--- config.mk ---
export PLATFORM = sky130hd
export DESIGN_NAME = cnt_down_m60
export DESIGN_NICKNAME = d
export VERILOG_FILES = /design/src/rtl/cnt_down_m60.sv
export SDC_FILE = /design/constraint.sdc
export NUM_CORES = 1
export LEC_CHECK = 0
export CORE_MARGIN = 2
export CORE_UTILIZATION = 45
export DETAILED_ROUTE_END_ITERATION = 10
export GPL_TIMING_DRIVEN = 0
export PLACE_DENSITY_LB_ADDON = 0.12
export SLEW_MARGIN = 40
export SYNTH_ARGS = -nofsm -noshare
export SYNTH_HDL_FRONTEND = slang
export SYNTH_SLANG_ARGS = --single-unit
--- constraint.sdc ---
create_clock -name in_clk -period 1.99 [get_ports in_clk]
set_input_delay 0.398 -clock in_clk [delete_from_list [all_inputs] [get_ports in_clk]]
set_output_delay 0.398 -clock in_clk [all_outputs]
set_load 0.02 [all_outputs]
--- src/rtl/cnt_down_m60.sv ---
// MM:SS BCD countdown timer: load a preset, decrement once per prescaled tick,
// flag expiry at 00:00 with a one-cycle done pulse and a sticky alarm level.
module cnt_down_m60 #(
   parameter int PRESCALE = 600
) (
   input  logic       in_clk,
   input  logic       rst,
   input  logic       load,
   input  logic       start,
   input  logic       stop,
   input  logic       clr_alarm,
   input  logic [3:0] pre_mt,
   input  logic [3:0] pre_mo,
   input  logic [3:0] pre_st,
   input  logic [3:0] pre_so,
   output logic [3:0] mt,
   output logic [3:0] mo,
   output logic [3:0] st,
   output logic [3:0] so,
   output logic       running,
   output logic       done,
   output logic       alarm
);

   localparam logic [9:0] PRE_LAST = 10'(PRESCALE - 1);

   typedef enum logic [1:0] {
      S_IDLE    = 2'd0,
      S_RUN     = 2'd1,
      S_PAUSE   = 2'd2,
      S_EXPIRED = 2'd3
   } state_t;

   state_t     r_state, w_state;
   logic [9:0] r_pre, w_pre;
   logic [3:0] r_mt, r_mo, r_st, r_so;
   logic [3:0] w_mt, w_mo, w_st, w_so;
   logic       r_done, w_done;
   logic       r_alarm, w_alarm;

   logic [3:0] w_dec_mt, w_dec_mo, w_dec_st, w_dec_so;
   logic       w_b_so, w_b_st, w_b_mo;
   logic       w_zero, w_dec_zero;

   function automatic logic [3:0] clamp9(input logic [3:0] d);
      return (d > 4'd9) ? 4'd9 : d;
   endfunction

   function automatic logic [3:0] clamp5(input logic [3:0] d);
      return (d > 4'd5) ? 4'd5 : d;
   endfunction

   // BCD borrow chain; mt floors at 0 so digits stay in range even if misused
   assign w_b_so     = (r_so == 4'd0);
   assign w_dec_so   = w_b_so ? 4'd9 : (r_so - 4'd1);
   assign w_b_st     = w_b_so && (r_st == 4'd0);
   assign w_dec_st   = w_b_so ? ((r_st == 4'd0) ? 4'd5 : (r_st - 4'd1)) : r_st;
   assign w_b_mo     = w_b_st && (r_mo == 4'd0);
   assign w_dec_mo   = w_b_st ? ((r_mo == 4'd0) ? 4'd9 : (r_mo - 4'd1)) : r_mo;
   assign w_dec_mt   = w_b_mo ? ((r_mt == 4'd0) ? 4'd0 : (r_mt - 4'd1)) : r_mt;
   assign w_zero     = ({r_mt, r_mo, r_st, r_so} == 16'd0);
   assign w_dec_zero = ({w_dec_mt, w_dec_mo, w_dec_st, w_dec_so} == 16'd0);

   always_comb begin
      w_state = r_state;
      w_pre   = r_pre;
      w_mt    = r_mt;
      w_mo    = r_mo;
      w_st    = r_st;
      w_so    = r_so;
      w_done  = 1'b0;
      w_alarm = r_alarm & ~clr_alarm;
      if (load) begin
         w_mt    = clamp9(pre_mt);
         w_mo    = clamp9(pre_mo);
         w_st    = clamp5(pre_st);
         w_so    = clamp9(pre_so);
         w_pre   = 10'd0;
         w_state = S_IDLE;
         w_alarm = 1'b0;
      end else if (stop && (r_state == S_RUN)) begin
         // prescaler kept so a resume finishes the partial second
         w_state = S_PAUSE;
      end else if (start && ((r_state == S_IDLE) || (r_state == S_PAUSE)) && !w_zero) begin
         w_state = S_RUN;
      end else if (r_state == S_RUN) begin
         if (r_pre == PRE_LAST) begin
            w_pre = 10'd0;
            w_mt  = w_dec_mt;
            w_mo  = w_dec_mo;
            w_st  = w_dec_st;
            w_so  = w_dec_so;
            if (w_dec_zero) begin
               w_state = S_EXPIRED;
               w_done  = 1'b1;
               w_alarm = 1'b1;
            end else begin
               w_state = S_RUN;
            end
         end else begin
            w_pre = r_pre + 10'd1;
         end
      end else begin
         w_state = r_state;
      end
   end

   always_ff @(posedge in_clk or negedge rst) begin
      if (!rst) begin
         r_state <= S_IDLE;
         r_pre   <= 10'd0;
         r_mt    <= 4'd0;
         r_mo    <= 4'd0;
         r_st    <= 4'd0;
         r_so    <= 4'd0;
         r_done  <= 1'b0;
         r_alarm <= 1'b0;
      end else begin
         r_state <= w_state;
         r_pre   <= w_pre;
         r_mt    <= w_mt;
         r_mo    <= w_mo;
         r_st    <= w_st;
         r_so    <= w_so;
         r_done  <= w_done;
         r_alarm <= w_alarm;
      end
   end

   assign mt      = r_mt;
   assign mo      = r_mo;
   assign st      = r_st;
   assign so      = r_so;
   assign running = (r_state == S_RUN);
   assign done    = r_done;
   assign alarm   = r_alarm;

endmodule
==> results.toml <==
[placement]
place.gp.congestion = 0.8654
pre_cts_slack_ns = -0.5236
dp_hpwl_um = 3291
portBuffers = 39
place_area_um2 = 2223
placed_cells = 277

[finish]
multi_input_area_um2 = 1050
final_cell_mix = "clkdlybuf4s50_1, dfrtp_1, nor2_1, nand2_1"
nets = 269
diodes = 0
drive_gt1_share_pct = 17.00
regArea_um2 = 754.5
final_util_pct = 66.60
final_cells = 295
syn2layout_area_growth_pct = 39.30
fill_cells = 318
layout_commonest_cell = "clkdlybuf4s50_1"
final_area_um2 = 2475

[synth]
synth_compound_area_share_pct = 14.51
netlist.area_leader.share_pct = 42.25
yosys.area_share.simple_pct = 28.59
synth_xor_area_share_pct = 6.408
synthAdderAreaFrac_pct = 0.7042
syn_nets = 213
netlist_area_um2 = 1777
synth_cells = 190
yosys-top-cells-area = "dfrtp_1, xor2_1, mux2i_1"
syn_area_per_cell_um2 = 9.351
synth-seq-cells = 30
synth.area.mux_share_pct = 5.141
ys_seq_area_share_pct = 42.25
synth_edf_count = 0
yosysTopAreaCell = "dfrtp_1"
ys.warnings.count = 0
synth-async-reset-ratio_pct = 100.0
synth_cell_types = 48
ys.flop_type = "dfrtp_1"
synth_top_family_by_area = "simple AND/OR/NAND/NOR gates"

[die]
row_count = 22
ioPinCount = 41
dieArea_um2 = 4467
die_height_um = 66.84
core_region_area_um2 = 3716
initial_utilization_pct = 47.81
die_w_um = 66.84

[global_route]
grt_usage_pct = 23.33
grt_pass1_wl_um = 7803
overflow = 0
antenna_found_initial = 0
grt_max_degree = 31
grt_pass1_vias = 1645

[pwr]
p_switching_uw = 443.0
p_seq_share_pct = 43.6
p_clk_share_pct = 36.4
peakVddDrop_mv = 0.3915
swShare_pct = 27.89
p_leak_nw = 1.033
comb_power_share_pct = 20.0
power_density_nw_per_um2 = 641.8
p_int_mw = 1.145

[setup_path]
critPathSlowestCell = "dfrtp_1"
start_kind = "flip-flop"
slowest_delay_ns = 0.38
critical-path-top-delay-family = "simple AND/OR/NAND/NOR gates"
crit_type = "flip-flop to flip-flop"
required_ns = 2.12
cp_num_buf_inv = 2
cp-end-kind = "flip-flop"
crit_arrival_ns = 2.08
path_cells = "ha_2, nand4b_1, buf_4, nor4_4, buf_4, nand3_1, mux2i_1, o22ai_1"
cp_common_cell = "buf_4"
critPathMaxFanout = 5

[detailed_routing]
routed_wirelength_um = 4733
drt_iter0_drc = 103
wire_per_inst_um = 16.04
final_antenna_net_count = 0
vias = 1690
drc_errors = 0
dr.pass1.iters = 4
vias_per_cell = 5.729

[sta]
max_freq_ghz = 0.5140
timing.final.crit_share_pct = 97.77
relSlewSlack_pct = 55.40
hold_viol_final = 0
worst_slack_ns = 0.04440
clock_skew_ns = 0.003231
min_period_ns = 1.946
worst_pin_slew_ns = 0.6690
drv_slew = 0
setup_viol = 0
rsz0062_at_grt = "yes"

[clocking]
cts_buffer_depth = 2
clock_sinks = 30
clk_latency_ns = 0.28
htreeDepth = 2
numCtsBuffers = 5
clk_pin_slew_ns = 0.06
clock-root-buffer = "clkbuf_8"
cts_tree = "built"

[hold_path]
hold_class = "primary input to asynchronous set/reset pin"

[outcome]
status = "finished, final reports clean"

[run]
maxCapViolCount = 0
[layer usage]
layer	vias to the layer above	share of wire [%]	routed length [um]	global-route usage [%]
li1	817	-	-	-
met3	5	5.7	269	5.912
met1	818	44	2099	29.89
met5	-	0	0	0
met4	0	0.95	45	5.357
met2	50	49	2317	39.50
[power groups by stage]
stage / clock network [mW] / logic (mW) / registers (mW)
2_1_floorplan: 0 / 0.118 / 0.720
4_1_cts: 0.584 / 0.294 / 0.692
3_5_place_dp: 0 / 0.288 / 0.699
3_3_place_gp: 0 / 0.283 / 0.697
6_report: 0.578 / 0.318 / 0.692
5_1_grt: 0.610 / 0.346 / 0.698
[cells by family (layout without fill, tap and decap cells)]
logic type	count (synthesis)	count (layout)
XOR/XNOR	13	13
multiplexers	9	9
AND/OR/NAND/NOR	91	91
AO/OA/AOI/OAI	36	36
flip-flops	30	30
buffers and inverters	10	67
adder cells (fa/ha/maj)	1	1
[final timing paths]
check	from	end	slack (ns)	cells after the start
max reg2reg	r_pre[1]	mo[2]	0.04	8
min in group in_clk	load	mt[2]	0.51	3
min reg2reg	alarm	alarm	0.55	2
max	r_pre[1]	mo[2]	0.04	8
max in group asynchronous	rst	mo[2]	1.36	1
min	rst	mt[2]	0.15	1
[per-stage QoR]
step | setup TNS [ns] | power (mW) | hold slack, ns
finish | 0 | 1.588 | 0.1472
global route | -0.04984 | 1.655 | 0.2136
CTS | -0.01040 | 1.569 | 0.1699
detailed placement | -9.078 | 0.9873 | 0.4730
global placement | -8.677 | 0.9800 | 0.5252
floorplan | 0 | 0.8381 | 0.1024
[synth_stat cells (2+ instances only)]
cell	number
a21oi_1	10
and3_1	4
clkbuf_1	5
dfrtp_1	30
inv_1	3
mux2i_1	8
nand2_1	12
nand2b_1	2
nand3_1	11
nand4_1	9
nor2_1	21
nor2b_1	3
nor3_1	11
nor3_2	2
nor4_1	3
o21a_1	3
o21ai_0	5
o21ai_1	2
o22ai_1	4
or3_1	3
xnor2_1	2
xor2_1	11
[flip-flops by register name, indices dropped and copies added, names as in the netlist]
register / count
alarm: 1
done: 1
mo: 4
mt: 4
r_pre: 10
r_state: 2
so: 4
st: 4
[cell type report]
class / instances / area share, %
Tap cell: 48 / 2.427
Multi-Input combinational cell: 150 / 42.42
Sequential cell: 30 / 30.49
Timing Repair Buffer: 49 / 18.50
Clock buffer: 8 / 4.449
Inverter: 3 / 0.4550
Buffer: 7 / 1.264
[worst reg2reg max path, delay by kind of cell (launching register included)]
family	cells	cell delay (ns)
simple gates	3	0.52
flops	1	0.38
buf+inv	2	0.36
fa+ha+maj	1	0.23
mux	1	0.21
compound gates	1	0.10
[timing repair]
item	CTS	global route
resized for setup	8	8
pin swaps	1	4
setup buffers	2	8
hold buffers	0	0
endpoints found under the setup margin	26	21
(Power assumes the default switching activity.)
